File: config.mk
export PLATFORM = sky130hd
export DESIGN_NAME = dmem_port_arbiter_flat
export DESIGN_NICKNAME = d
export VERILOG_FILES = /design/src/rtl/dmem_port_arbiter_if.sv /design/src/rtl/dmem_port_arbiter.sv /design/src/flat_wrapper.sv
export SDC_FILE = /design/constraint.sdc
export NUM_CORES = 1
export LEC_CHECK = 0
export ABC_CLOCK_PERIOD_IN_PS = 2000
export BUFFER_PORTS_ARGS = -buffer_cell sky130_fd_sc_hd__buf_2
export CAP_MARGIN = 30
export CORE_AREA = 2 2 121 123
export CTS_CLUSTER_DIAMETER = 150
export DETAILED_ROUTE_END_ITERATION = 16
export DIE_AREA = 0 0 123 125
export GPL_TIMING_DRIVEN = 0
export PLACE_DENSITY = 0.39
export RECOVER_POWER = 50
export SLEW_MARGIN = 20
export SYNTH_ARGS = -nofsm -noshare
export SYNTH_HDL_FRONTEND = slang
export SYNTH_SLANG_ARGS = --single-unit
File: constraint.sdc
create_clock -name Clk -period 2 [get_ports Clk]
set_input_delay 0.3 -clock Clk [delete_from_list [all_inputs] [get_ports Clk]]
set_output_delay 0.3 -clock Clk [all_outputs]
set_load 0.03 [all_outputs]
File: src/rtl/dmem_port_arbiter_if.sv
// Bus bundle between the memory stage, the aux requester and the data RAM.
// The arbiter uses the slave modport; the requesters and RAM model use master.
interface dmem_port_arbiter_if #(
    parameter int unsigned ADDR_W = 32
);
    logic              core_req;
    logic              core_we;
    logic [ADDR_W-1:0] core_addr;
    logic [31:0]       core_wdata;
    logic [3:0]        core_be;
    logic              core_stall;
    logic              core_rvalid;
    logic [31:0]       core_rdata;

    logic              aux_valid;
    logic              aux_ready;
    logic              aux_we;
    logic [ADDR_W-1:0] aux_addr;
    logic [31:0]       aux_wdata;
    logic [3:0]        aux_be;
    logic              aux_rvalid;
    logic [31:0]       aux_rdata;

    logic              mem_en;
    logic              mem_wr_en;
    logic [3:0]        mem_be;
    logic [ADDR_W-1:0] mem_addr;
    logic [31:0]       mem_wr_data;
    logic              mem_rst;
    logic [31:0]       mem_rd_data;

    modport slave (
        input  core_req, core_we, core_addr, core_wdata, core_be,
        output core_stall, core_rvalid, core_rdata,
        input  aux_valid, aux_we, aux_addr, aux_wdata, aux_be,
        output aux_ready, aux_rvalid, aux_rdata,
        output mem_en, mem_wr_en, mem_be, mem_addr, mem_wr_data, mem_rst,
        input  mem_rd_data
    );

    modport master (
        output core_req, core_we, core_addr, core_wdata, core_be,
        input  core_stall, core_rvalid, core_rdata,
        output aux_valid, aux_we, aux_addr, aux_wdata, aux_be,
        input  aux_ready, aux_rvalid, aux_rdata,
        input  mem_en, mem_wr_en, mem_be, mem_addr, mem_wr_data, mem_rst,
        output mem_rd_data
    );
endinterface

File: src/rtl/dmem_port_arbiter.sv
// Two-requester arbiter for the single data-RAM port: core has priority, a streak
// counter forces the aux requester in, and read data is routed back one cycle later.
module dmem_port_arbiter #(
    parameter int unsigned MAX_CORE_STREAK = 4,
    parameter int unsigned ADDR_W          = 32
) (
    input logic                 Clk,
    input logic                 Reset_n,
    dmem_port_arbiter_if.slave  bus
);
    localparam logic [3:0] StreakMax = 4'(MAX_CORE_STREAK);

    logic [3:0] streak_q, streak_d;
    logic       rd_core_q, rd_core_d;
    logic       rd_aux_q, rd_aux_d;
    logic       core_grant, aux_grant;

    always_comb begin
        aux_grant  = Reset_n & bus.aux_valid & (~bus.core_req | (streak_q == StreakMax));
        core_grant = Reset_n & bus.core_req & ~aux_grant;
    end

    always_comb begin
        bus.core_stall = Reset_n & bus.core_req & ~core_grant;
        bus.aux_ready  = aux_grant;
        bus.mem_en     = core_grant | aux_grant;
        bus.mem_rst    = ~Reset_n;

        bus.mem_wr_en   = 1'b0;
        bus.mem_be      = 4'h0;
        bus.mem_addr    = '0;
        bus.mem_wr_data = 32'h0;
        if (aux_grant) begin
            bus.mem_wr_en   = bus.aux_we;
            bus.mem_be      = bus.aux_we ? bus.aux_be : 4'h0;
            bus.mem_addr    = bus.aux_addr;
            bus.mem_wr_data = bus.aux_wdata;
        end else if (core_grant) begin
            bus.mem_wr_en   = bus.core_we;
            bus.mem_be      = bus.core_we ? bus.core_be : 4'h0;
            bus.mem_addr    = bus.core_addr;
            bus.mem_wr_data = bus.core_wdata;
        end
    end

    always_comb begin
        streak_d = streak_q;
        if (aux_grant) begin
            streak_d = 4'h0;
        end else if (core_grant && bus.aux_valid) begin
            streak_d = (streak_q == StreakMax) ? StreakMax : streak_q + 4'h1;
        end else if (!bus.aux_valid) begin
            streak_d = 4'h0;
        end
        rd_core_d = core_grant & ~bus.core_we;
        rd_aux_d  = aux_grant & ~bus.aux_we;
    end

    always_ff @(posedge Clk) begin
        if (!Reset_n) begin
            streak_q  <= 4'h0;
            rd_core_q <= 1'b0;
            rd_aux_q  <= 1'b0;
        end else begin
            streak_q  <= streak_d;
            rd_core_q <= rd_core_d;
            rd_aux_q  <= rd_aux_d;
        end
    end

    // Gating with Reset_n drops a read that was in flight when reset asserted.
    always_comb begin
        bus.core_rvalid = Reset_n & rd_core_q;
        bus.aux_rvalid  = Reset_n & rd_aux_q;
        bus.core_rdata  = bus.core_rvalid ? bus.mem_rd_data : 32'h0;
        bus.aux_rdata   = bus.aux_rvalid ? bus.mem_rd_data : 32'h0;
    end
endmodule

File: src/flat_wrapper.sv
// flat-port wrapper written by rule: the top's interface ports become plain ports
module dmem_port_arbiter_flat 
#(
    parameter int unsigned MAX_CORE_STREAK = 4,
    parameter int unsigned ADDR_W          = 32
)
  (Clk, Reset_n, bus_core_req, bus_core_we, bus_core_addr, bus_core_wdata, bus_core_be, bus_core_stall, bus_core_rvalid, bus_core_rdata, bus_aux_valid, bus_aux_we, bus_aux_addr, bus_aux_wdata, bus_aux_be, bus_aux_ready, bus_aux_rvalid, bus_aux_rdata, bus_mem_en, bus_mem_wr_en, bus_mem_be, bus_mem_addr, bus_mem_wr_data, bus_mem_rst, bus_mem_rd_data);
  dmem_port_arbiter_if #(.ADDR_W(ADDR_W)) bus_i ();
  input logic Clk;
  input logic Reset_n;
  input wire logic [$bits(bus_i.core_req)-1:0] bus_core_req;
  input wire logic [$bits(bus_i.core_we)-1:0] bus_core_we;
  input wire logic [$bits(bus_i.core_addr)-1:0] bus_core_addr;
  input wire logic [$bits(bus_i.core_wdata)-1:0] bus_core_wdata;
  input wire logic [$bits(bus_i.core_be)-1:0] bus_core_be;
  output wire logic [$bits(bus_i.core_stall)-1:0] bus_core_stall;
  output wire logic [$bits(bus_i.core_rvalid)-1:0] bus_core_rvalid;
  output wire logic [$bits(bus_i.core_rdata)-1:0] bus_core_rdata;
  input wire logic [$bits(bus_i.aux_valid)-1:0] bus_aux_valid;
  input wire logic [$bits(bus_i.aux_we)-1:0] bus_aux_we;
  input wire logic [$bits(bus_i.aux_addr)-1:0] bus_aux_addr;
  input wire logic [$bits(bus_i.aux_wdata)-1:0] bus_aux_wdata;
  input wire logic [$bits(bus_i.aux_be)-1:0] bus_aux_be;
  output wire logic [$bits(bus_i.aux_ready)-1:0] bus_aux_ready;
  output wire logic [$bits(bus_i.aux_rvalid)-1:0] bus_aux_rvalid;
  output wire logic [$bits(bus_i.aux_rdata)-1:0] bus_aux_rdata;
  output wire logic [$bits(bus_i.mem_en)-1:0] bus_mem_en;
  output wire logic [$bits(bus_i.mem_wr_en)-1:0] bus_mem_wr_en;
  output wire logic [$bits(bus_i.mem_be)-1:0] bus_mem_be;
  output wire logic [$bits(bus_i.mem_addr)-1:0] bus_mem_addr;
  output wire logic [$bits(bus_i.mem_wr_data)-1:0] bus_mem_wr_data;
  output wire logic [$bits(bus_i.mem_rst)-1:0] bus_mem_rst;
  input wire logic [$bits(bus_i.mem_rd_data)-1:0] bus_mem_rd_data;
  assign bus_i.core_req = bus_core_req;
  assign bus_i.core_we = bus_core_we;
  assign bus_i.core_addr = bus_core_addr;
  assign bus_i.core_wdata = bus_core_wdata;
  assign bus_i.core_be = bus_core_be;
  assign bus_core_stall = bus_i.core_stall;
  assign bus_core_rvalid = bus_i.core_rvalid;
  assign bus_core_rdata = bus_i.core_rdata;
  assign bus_i.aux_valid = bus_aux_valid;
  assign bus_i.aux_we = bus_aux_we;
  assign bus_i.aux_addr = bus_aux_addr;
  assign bus_i.aux_wdata = bus_aux_wdata;
  assign bus_i.aux_be = bus_aux_be;
  assign bus_aux_ready = bus_i.aux_ready;
  assign bus_aux_rvalid = bus_i.aux_rvalid;
  assign bus_aux_rdata = bus_i.aux_rdata;
  assign bus_mem_en = bus_i.mem_en;
  assign bus_mem_wr_en = bus_i.mem_wr_en;
  assign bus_mem_be = bus_i.mem_be;
  assign bus_mem_addr = bus_i.mem_addr;
  assign bus_mem_wr_data = bus_i.mem_wr_data;
  assign bus_mem_rst = bus_i.mem_rst;
  assign bus_i.mem_rd_data = bus_mem_rd_data;
  dmem_port_arbiter #(.MAX_CORE_STREAK(MAX_CORE_STREAK), .ADDR_W(ADDR_W)) u_core (.Clk(Clk), .Reset_n(Reset_n), .bus(bus_i));
endmodule
# Word-level counts from Yosys, hierarchy flattened
# Index checks and enable logic that the tools add are counted.
[classes]
add_sub_neg = 1
n_eq_ne = 2
n_mux = 15
bitwise = 17
reduce_logical = 2
[ops]
columns = ["operator", "n"]
rows = [
  ["32-bit 2-to-1 mux", 6],
  ["4-bit 2-to-1 mux", 7],
  ["1-bit bitwise AND", 9],
  ["1-bit NOT", 6],
  ["4-bit by 1-bit adder with 4-bit output, second input constant", 1],
  ["4-bit by 3-bit == test with 1-bit output, second input constant", 1],
  ["1-bit 2-to-1 mux", 2],
  ["2-bit by 1-bit inequality test with 1-bit output, second input constant", 1],
  ["1-bit OR", 2],
  ["2-bit OR reduction", 1],
  ["1-bit logical AND", 1],
]
[word_totals]
reg_bits = 6
input_bits = 174
out_inout_bits = 139
word_cells = 40

# Depth between registers and ports, before layout
# Gate-level depths: netlist of run 1.
[depth]
ltp_word = 7
mapped_depth = 7
ltp_nobuf = 5

# Worst setup path after synthesis of run 1
# Ideal clock, no wire load.
[synth_timing]
path_type = "register -> output"
start = "register u_core.streak_q[0]"
end = "output port bus_mem_wr_data[24]"
arrival_time_ns = 1.594
t_required_ns = 1.700
setup_slack_ns = 0.106
stages_incl_launch_ff = 7
path_buffers = 1
cell_sequence = "dfxtp_1 -> inv_1 -> ha_1 -> nand3b_4 -> a211oi_2 -> buf_2 -> a22o_1"
[synth_between]
elab_chain_len = 7
[synth_rtl]
columns = ["element", "line_no", "rtl"]
rows = [
  ["start: declaration", "dmem_port_arbiter.sv:13", "logic [3:0] streak_q, streak_d;"],
  ["start signal: assignment", "dmem_port_arbiter.sv:65", "streak_q <= streak_d;"],
  ["4-bit by 3-bit == test with 1-bit output (*)", "dmem_port_arbiter.sv:19", "aux_grant = Reset_n & bus.aux_valid & (~bus.core_req | (streak_q == StreakMax));"],
  ["1-bit OR (*)", "dmem_port_arbiter.sv:19", ""],
  ["1-bit bitwise AND (*)", "dmem_port_arbiter.sv:19", ""],
  ["named net bus_aux_ready", "flat_wrapper.sv:24", "output wire logic [$bits(bus_i.aux_ready)-1:0] bus_aux_ready;"],
  ["1-bit NOT", "dmem_port_arbiter.sv:20", "core_grant = Reset_n & bus.core_req & ~aux_grant;"],
  ["1-bit bitwise AND", "dmem_port_arbiter.sv:20", ""],
  ["32-bit 2-to-1 mux", "dmem_port_arbiter.sv:38", "end else if (core_grant) begin"],
  ["32-bit 2-to-1 mux (*)", "dmem_port_arbiter.sv:33", "if (aux_grant) begin"],
  ["end: declaration", "flat_wrapper.sv:31", "output wire logic [$bits(bus_i.mem_wr_data)-1:0] bus_mem_wr_data;"],
]
# Mark *: on every way through the listed nets, which the timed path passes. The rest lies on a longest branch.

# Worst setup path in the final report of run 1
[layout_timing]
start = "register u_core.streak_q[1]"
end = "output port bus_mem_be[0]"
[layout_between]
elab_chain_len = 7
[layout_rtl]
columns = ["element", "line_no", "rtl"]
rows = [
  ["4-bit by 3-bit == test with 1-bit output (*)", "dmem_port_arbiter.sv:19", ""],
  ["1-bit OR (*)", "dmem_port_arbiter.sv:19", ""],
  ["1-bit bitwise AND (*)", "dmem_port_arbiter.sv:19", ""],
  ["1-bit NOT", "dmem_port_arbiter.sv:20", ""],
  ["1-bit bitwise AND", "dmem_port_arbiter.sv:20", ""],
  ["4-bit 2-to-1 mux", "dmem_port_arbiter.sv:38", ""],
  ["4-bit 2-to-1 mux (*)", "dmem_port_arbiter.sv:33", ""],
  ["end: declaration", "flat_wrapper.sv:29", "output wire logic [$bits(bus_i.mem_be)-1:0] bus_mem_be;"],
]
# Mark *: on every way between the ends. The rest lies on a longest branch, timed or not.

==> impl_metrics.tcl, run 1 <==
set metrics [dict create \
    status "finished, violations left" \
    failed_checks "negative setup slack" \
    grt_pass1_wl_mm 15.86 \
    vias_per_cell 4.235 \
    seq_power_share_pct 9.6 \
    yosys.area_share.simple_pct 34.05 \
    p_sw_uw 534.9 \
    synthesis.nets 371 \
    grt_pass1_vias 2761 \
    cp-start-kind "register" \
    rows 44 \
    wl_met1_mm 4.266 \
    postSynthCellCount 195 \
    gp_congestion 0.7968 \
    fin_ws_ps -116.8 \
    synth_top_family_by_area "compound AO/OA/AOI/OAI gates" \
    synth_compound_area_share_pct 43.79 \
    placed_cell_area_um2 3243 \
    drive_gt1_share_pct 68.39 \
    drt_iter0_markers 52 \
    port_buffers 312 \
    dieHeight_um 125 \
    drcViolationCount 0 \
    finalWirelength_mm 11.76 \
    cts_made_buffers 3 \
    criticalPathCategory "register to output port" \
    synth_area_per_cell_um2 7.443 \
    grt_usage_pct 13.48 \
    synth_top_area_cell "a22o_1" \
    period_share_pct 105.8 \
    cp_data_arrival_time_ps 1820 \
    grt_antenna_before_repair 0 \
    slew_headroom_pct 67.41 \
    p_comb_share_pct 65.8 \
    clkPwrFrac_pct 24.7 \
    synth_cell_types 22 \
    synth_area_leaders "a22o_1 39%, and3_1 28%, dfxtp_1 8.3%" \
    finalMaxSlewViolations 0 \
    min_path_type "input pin to register" \
    cts.sinks 6 \
    tns_ps -4720 \
    clockBufferDepth 2 \
    ctsHoldBuffers 0 \
    top_layer "met4" \
    muxShareOfSynthArea_pct 0.6897 \
    n_antenna_cell 0 \
    maxCapViolCount 0 \
    fmax_mhz 472.4 \
    power.internal_uw 780.7 \
    gr-total-overflow 0 \
    core_um2 14200 \
    wire_per_inst_um 16.66 \
    worst_pin_slew_ps 488.9 \
    finish.utilization_pct 28.04 \
    power.leakage_nw 2.518 \
    hold_viol_final 0 \
    ant_nets 0 \
    htree_levels 1 \
    cts_root_buffer "clkbuf_16" \
    end_kind "output port" \
    p_per_area_nw_per_um2 330.3 \
    start_util_pct 10.22 \
    cp.required_ps 1700 \
    synth_top_area_share_pct 38.62 \
    synth_edf_count 0 \
    ys_ff_latch 6 \
    critPathSlowestCell "dfxtp_2" \
    setup-violations-final 70 \
    area_delta_synth_final_pct 174.4 \
    ir_drop_mv 0.1419 \
    synthAdderAreaFrac_pct 1.724 \
    dieArea_um2 15380 \
    rsz0062_at_grt "true" \
    crit_fanout 9 \
    ios 313 \
    async_flop_share_pct 0 \
    fin_area_um2 3983 \
    worst_skew_pair.late_latency_ps 230 \
    first_pass_iters 4 \
    yosys_most_used_dff "dfxtp_1" \
    wl_met2_mm 6.489 \
    crit_chain "inv_2 > ha_4 > nand3b_4 > o211a_1 > buf_12 > buf_6 > a32o_2 > buf_6" \
    n_fill_cell 1582 \
    cts_tree "yes" \
    synthesis.area_um2 1451 \
    fin_worst_skew_ps 1.403 \
    synthXorXnorAreaFrac_pct 0.6034 \
    grt_max_degree 11 \
    slowest_delay_ps 310 \
    period_needed_ps 2117 \
    ys_seq_area_share_pct 8.276 \
    path_common_cell "buf_6" \
    via_count 2990 \
    dp_hpwl_mm 10.04 \
    num-nets-final 700 \
    die_x_um 123 \
    swShare_pct 40.66 \
    met3_length_um 935 \
    synth_common_cells "64 x a22o_1, 64 x and3_1, 18 x clkbuf_1" \
    clk_pin_slew_ps 30 \
    ys_warn_count 0 \
]
-- layout by cell type, fill, tap and decap left out, types with 2 or more instances in the layout --
| cell type | count |
|---|---|
| buf_2 | 243 |
| inv_1 | 3 |
| a32o_2 | 4 |
| clkbuf_2 | 2 |
| buf_8 | 7 |
| buf_4 | 18 |
| and3_1 | 64 |
| dfxtp_2 | 2 |
| and2_1 | 2 |
| a22o_1 | 64 |
| dfxtp_1 | 4 |
| nand3_1 | 2 |
| clkbuf_4 | 7 |
| inv_2 | 2 |
| clkbuf_1 | 11 |
| buf_12 | 2 |
| clkbuf_16 | 4 |
| nor2_1 | 7 |
| nor2b_1 | 2 |
| buf_6 | 59 |
-- per-stage QoR --
step	instances	hold slack, ps	setup WS (ps)	total power, mW
2_1_floorplan	195	371.6	105.7	0.5023
3_3_place_gp	691	448.4	-288.2	0.8414
3_5_place_dp	691	453.2	-313.2	0.8446
4_1_cts	703	268.4	-126.4	1.299
5_1_grt	706	269.9	-173.4	1.381
6_report	706	262.5	-116.8	1.316
-- final timing paths --
path,endpoint,start,slack [ps],cells past startpoint
min,u_core.rd_aux_q,bus_aux_we,260,2
max,bus_mem_be[0],u_core.streak_q[1],-120,8
max reg2reg,u_core.rd_core_q,u_core.streak_q[1],550,7
min reg2reg,u_core.streak_q[0],u_core.streak_q[0],520,2
-- power by group through the flow --
stage / sequential, mW / clock (mW) / combinational (mW)
floorplan: 0.127 / 0 / 0.376
global placement: 0.128 / 0 / 0.714
detailed placement: 0.128 / 0 / 0.717
CTS: 0.126 / 0.333 / 0.840
global route: 0.126 / 0.339 / 0.915
finish: 0.126 / 0.324 / 0.865
-- layout make-up --
| class | instances | area [um^2] | area share [%] |
|---|---|---|---|
| buffer | 28 | 252.7 | 6.346 |
| clock buffer | 3 | 75.07 | 1.885 |
| inverter | 5 | 18.77 | 0.4713 |
| multi-input combinational | 156 | 1205 | 30.25 |
| sequential | 6 | 122.6 | 3.079 |
| tap | 184 | 230.2 | 5.781 |
| timing repair buffer | 324 | 2078 | 52.18 |
-- state kept, by name, summed over array words and instances, names as in the netlist --
register / count
u_core.rd_aux_q: 1
u_core.rd_core_q: 1
u_core.streak_q: 4
-- critical path, delay by kind of cell, from the launching register on --
family          cells  cell delay [ps]
compound gates      2              530
fa+ha+maj           1              140
buf+inv             4              490
flops               1              310
simple gates        1              100
-- layer usage --
metal,vias up,global-route usage [%]
met5,-,0
met4,0,1.805
met3,4,1.414
met2,197,28.47
met1,1357,14.00
li1,1432,-
-- kinds of logic (layout without fill, tap and decap cells) --
kind of cell	count (synthesis)	after routing
simple gates	80	80
compound gates	72	72
buf+inv	33	360
flops	6	6
fa+ha+maj	2	2
xor+xnor	1	1
mux	1	1
-- repair_timing --
| item | in CTS | in global routing |
|---|---|---|
| pin swaps | 22 | 8 |
| gates cloned | 4 | 1 |
| setup endpoints to repair | 74 | 86 |
| buffers inserted | 5 | 2 |
| resized for setup | 147 | 38 |
Note: power is estimated with default switching activity, not from simulation.
==> inputs of run 2 (changes only) <==
==> constraint.sdc (replaced) <==
create_clock -name Clk -period 2 [get_ports Clk]
set_input_delay 0.2 -clock Clk [delete_from_list [all_inputs] [get_ports Clk]]
set_output_delay 0.2 -clock Clk [all_outputs]
set_load 0.03 [all_outputs]
==> run 2 against run 1 <==
Net effect: the run still ends with negative setup slack left; clock power barely moved; sequential share of layout area rose by 0.066 points; clock skew barely moved; sequential cell count did not move; critical path depth rose by 1; non-clock buffer count fell by 3; sequential power barely moved.
==> impl_metrics.tcl, run 2 (synthesis gave the netlist of run 1 again) <==
set metrics [dict create \
    status "finished, violations left" \
    failed_checks "negative setup slack" \
    core_um2 14200 \
    finalWirelength_mm 11.76 \
    dieArea_um2 15380 \
    largestRegisters "u_core.streak_q (4), u_core.rd_aux_q (1), u_core.rd_core_q (1)" \
    ctsHoldBuffers 0 \
    fin_worst_skew_ps 1.391 \
    port_buffers 312 \
    n_antenna_cell 0 \
    tns_ps -237.5 \
    crit_chain "inv_2 > ha_4 > nand3b_4 > a211oi_4 > buf_6 > buf_12 > buf_8 > a22o_1 > buf_6" \
    wl_met2_mm 6.534 \
    grt_usage_pct 13.27 \
    clockBufferDepth 2 \
    dieHeight_um 125 \
    grt_pass1_wl_mm 15.61 \
    wire_per_inst_um 16.72 \
    cts_made_buffers 3 \
    n_fill_cell 1591 \
    crit_fanout 10 \
    grt_pass1_vias 2753 \
    gp_congestion 0.7968 \
    met3_length_um 921 \
    fin_area_um2 3899 \
    period_needed_ps 2033 \
    gr-total-overflow 0 \
    dp_cells 691 \
    cp_data_arrival_time_ps 1830 \
    fmax_mhz 492.0 \
    worst_skew_pair.late_latency_ps 230 \
    cp.required_ps 1800 \
    dp_hpwl_mm 10.04 \
    worst_pin_slew_ps 506.8 \
    p_total_mw 1.297 \
    fin_cells 703 \
    drcViolationCount 0 \
    area_delta_synth_final_pct 168.6 \
    clk_pin_slew_ps 30 \
    via_count 2977 \
    end_kind "output port" \
    drt_iter0_markers 38 \
    criticalPathCategory "register to output port" \
    path_common_cell "buf_6" \
    first_pass_iters 4 \
    period_share_pct 101.6 \
    fin_ws_ps -32.61 \
    htree_levels 1 \
    critPathSlowestCell "dfxtp_2" \
    rows 44 \
    ant_nets 0 \
    final_common_cell "buf_2" \
    final_cell_mix "246 x buf_2, 64 x and3_1, 64 x a22o_1" \
    placed_cell_area_um2 3243 \
    slowest_delay_ps 310 \
    ir_drop_mv 0.1418 \
    setup-violations-final 18 \
    vias_per_cell 4.235 \
    hold_viol_final 0 \
    largest_register_ff_count 4 \
    num-nets-final 697 \
    cts_tree "yes" \
    cts.sinks 6 \
    finalMaxSlewViolations 0 \
    power.leakage_nw 2.464 \
    p_per_area_nw_per_um2 332.7 \
    grt_max_degree 11 \
    max_flop_register "u_core.streak_q" \
    maxCapViolCount 0 \
    ios 313 \
    cp-start-kind "register" \
    slew_headroom_pct 66.21 \
    drive_gt1_share_pct 66.67 \
    wl_met1_mm 4.250 \
    rsz0062_at_grt "true" \
    grt_antenna_before_repair 0 \
    start_util_pct 10.22 \
    min_path_type "input pin to register" \
    cts_root_buffer "clkbuf_16" \
    timing.hold.ws_ps 160.9 \
    top_layer "met4" \
    die_x_um 123 \
]
==> run 2: area by class of cell <==
class	instances	area [um^2]	area share, %
Inverter	5	18.77	0.4814
Clock buffer	3	75.07	1.926
Buffer	28	240.2	6.162
Tap cell	184	230.2	5.905
Timing Repair Buffer	321	2009	51.54
Sequential cell	6	122.6	3.145
Multi-Input combinational cell	156	1202	30.84
==> run 2: critical path, delay by kind of cell, from the launching register on <==
kind	cells	cell delay, ps
compound gates	2	400
fa+ha+maj	1	140
simple gates	1	110
buf+inv	5	630
flops	1	310
==> run 2: stage by stage <==
step	utilization (%)	worst slack, ps
global placement	22.83	-188.2
CTS	26.07	-29.47
detailed placement	22.83	-213.2
finish	27.45	-32.61
floorplan	-	205.7
global route	27.45	-92.14
==> run 2: what timing repair did <==
| action | 4_1_cts | 5_1_grt |
|---|---|---|
| gates cloned | 3 | 2 |
| resized for setup | 111 | 63 |
| pin swaps | 18 | 15 |
| setup buffers | 4 | 0 |
| endpoints found under the hold margin | 0 | 0 |
| endpoints found under the setup margin | 71 | 70 |
==> run 2: per-layer routing <==
layer	vias up	track usage (%)
met1	1357	13.64
met2	191	28.14
met5	-	0
met3	2	1.414
li1	1427	-
met4	0	1.872
==> run 2: path summary, 6_finish.rpt <==
kind | start | to | slack (ps) | depth (start not counted)
worst min register to register | u_core.streak_q[0] | u_core.streak_q[0] | 520 | 2
worst max register to register | u_core.streak_q[1] | u_core.rd_core_q | 550 | 7
worst min-delay path | bus_aux_we | u_core.rd_aux_q | 160 | 2
worst max-delay path | u_core.streak_q[1] | bus_mem_wr_data[2] | -30 | 9
==> run 2: power by group <==
part / internal, mW / switching (mW) / total (mW)
sequential: 0.123 / 0.00274 / 0.126
clock: 0.257 / 0.0675 / 0.324
combinational: 0.386 / 0.461 / 0.847
==> inputs of run 3 (changes only) <==
Settings changed: GPL_TIMING_DRIVEN 0 to default.
==> run 3 against run 2 <==
Net effect: the flow still finishes with violations (negative setup slack); critical path depth is the same; sequential power is essentially flat; die area unchanged; largest cell class unchanged.
==> impl_metrics.tcl, run 3 (synthesis gave the netlist of run 1 again) <==
set metrics [dict create \
    gp_congestion 0.8084 \
    busiest_layer "met2" \
    ir_drop_mv 0.1902 \
    start_util_pct 10.22 \
    cp-start-kind "register" \
    cp_data_arrival_time_ps 1850 \
    fin_ws_ps -47.92 \
    drcViolationCount 0 \
    drive_gt1_share_pct 70.33 \
    rows 44 \
    core_um2 14200 \
    fin_worst_skew_ps 5.320 \
    cts.sinks 6 \
    via_count 2909 \
    final_common_cell "buf_2" \
    largest_register_ff_count 4 \
    rsz0062_at_grt "true" \
    grt_max_degree 67 \
    num-nets-final 687 \
    cp.required_ps 1800 \
    maxCapViolCount 0 \
    grt_usage_pct 13.38 \
    place_ws_ps -48.32 \
    gr-total-overflow 0 \
    end_kind "output port" \
    min_path_type "input pin to register" \
    worst_pin_slew_ps 444.3 \
    ios 313 \
    ant_nets 0 \
    final_cell_mix "241 x buf_2, 70 x buf_6, 64 x and3_1" \
    cts_made_buffers 3 \
    clockBufferDepth 2 \
    power.leakage_nw 2.571 \
    area_delta_synth_final_pct 187.4 \
    dieHeight_um 125 \
    first_pass_iters 4 \
    max_flop_register "u_core.streak_q" \
    grt_pass1_vias 2709 \
    dieArea_um2 15380 \
    htree_levels 1 \
    dp_hpwl_mm 8.898 \
    grt_antenna_before_repair 0 \
    fmax_mhz 488.3 \
    n_antenna_cell 0 \
    largestRegisters "u_core.streak_q (4), u_core.rd_aux_q (1), u_core.rd_core_q (1)" \
    use_met1_pct 13.79 \
    finalMaxSlewViolations 0 \
    criticalPathCategory "register to output port" \
    p_per_area_nw_per_um2 329.0 \
    crit_fanout 9 \
    vias_per_cell 4.198 \
    status "finished, violations left" \
    wire_per_inst_um 17.49 \
    period_share_pct 102.4 \
    slew_headroom_pct 70.38 \
    cts_root_buffer "clkbuf_16" \
    cts_tree "yes" \
    drt_iter0_markers 28 \
    clk_pin_slew_ps 40 \
    finalWirelength_mm 12.12 \
    port_buffers 312 \
    setup-violations-final 44 \
    die_x_um 123 \
    hold_viol_final 0 \
    failed_checks "negative setup slack" \
    period_needed_ps 2048 \
    tns_ps -934.1 \
    gr-usage-met3_pct 1.779 \
    grt_pass1_wl_mm 15.46 \
    use_met2_pct 28.40 \
    n_fill_cell 1545 \
    worst_skew_pair.late_latency_ps 230 \
]
-- run 3: final timing paths --
| path | from | endpoint | slack, ps | cells past startpoint |
|---|---|---|---|---|
| max | u_core.streak_q[0] | bus_mem_addr[29] | -50 | 9 |
| min | bus_aux_we | u_core.rd_aux_q | 140 | 2 |
| max reg2reg | u_core.streak_q[0] | u_core.rd_aux_q | 430 | 9 |
| min reg2reg | u_core.streak_q[0] | u_core.streak_q[0] | 530 | 2 |
-- run 3: layout make-up --
cell class / count / area (um^2) / area share [%]
Tap cell: 184 / 230.2 / 5.519
Multi-Input combinational cell: 156 / 1267 / 30.38
Sequential cell: 6 / 122.6 / 2.939
Timing Repair Buffer: 339 / 2457 / 58.91
Clock buffer: 3 / 75.07 / 1.800
Inverter: 5 / 18.77 / 0.4499
-- run 3: what timing repair did --
| item | in CTS | in global routing |
|---|---|---|
| buffers inserted | 7 | 3 |
| gates resized for setup | 117 | 59 |
| gates cloned | 7 | 4 |
| pin swaps | 15 | 38 |
| setup endpoints to repair | 71 | 68 |
| hold buffers | 0 | 0 |
-- run 3: worst max-delay path, cell delays in order (launching register included) --
cell and delay, ps:
dfxtp_2 320, inv_2 60, ha_4 140, nand3b_4 100, a211oi_4 250, buf_6 160, buf_12 140, buf_16 140
a22o_1 170, buf_6 140
-- run 3: through the flow --
step | power (mW) | hold WS [ps] | utilization (%) | cell area, um^2 | cells
final | 1.372 | 142.5 | 29.37 | 4172 | 693
after global routing | 1.435 | 157.4 | 29.37 | 4172 | 693
after CTS | 1.316 | 142.0 | 27.15 | 3856 | 686
after detailed placement | 0.8326 | 385.3 | 22.40 | 3182 | 669
after global placement | 0.8346 | 379.0 | 22.40 | 3182 | 669
after floorplan | 0.5023 | 271.6 | - | 1451 | 195
-- run 3: layer usage --
layer  vias to the layer above  share of wire (%)
li1                       1402                  -
met1                      1316                 36
met2                       188                 56
met3                         3                7.8
met4                         0               0.17
met5                         -                  0
-- run 3: power breakdown --
part / total, mW / internal, mW / switching, mW
sequential: 0.124 / 0.123 / 0.00103
clock: 0.332 / 0.257 / 0.0744
combinational: 0.917 / 0.435 / 0.482
total: 1.37 / 0.815 / 0.557
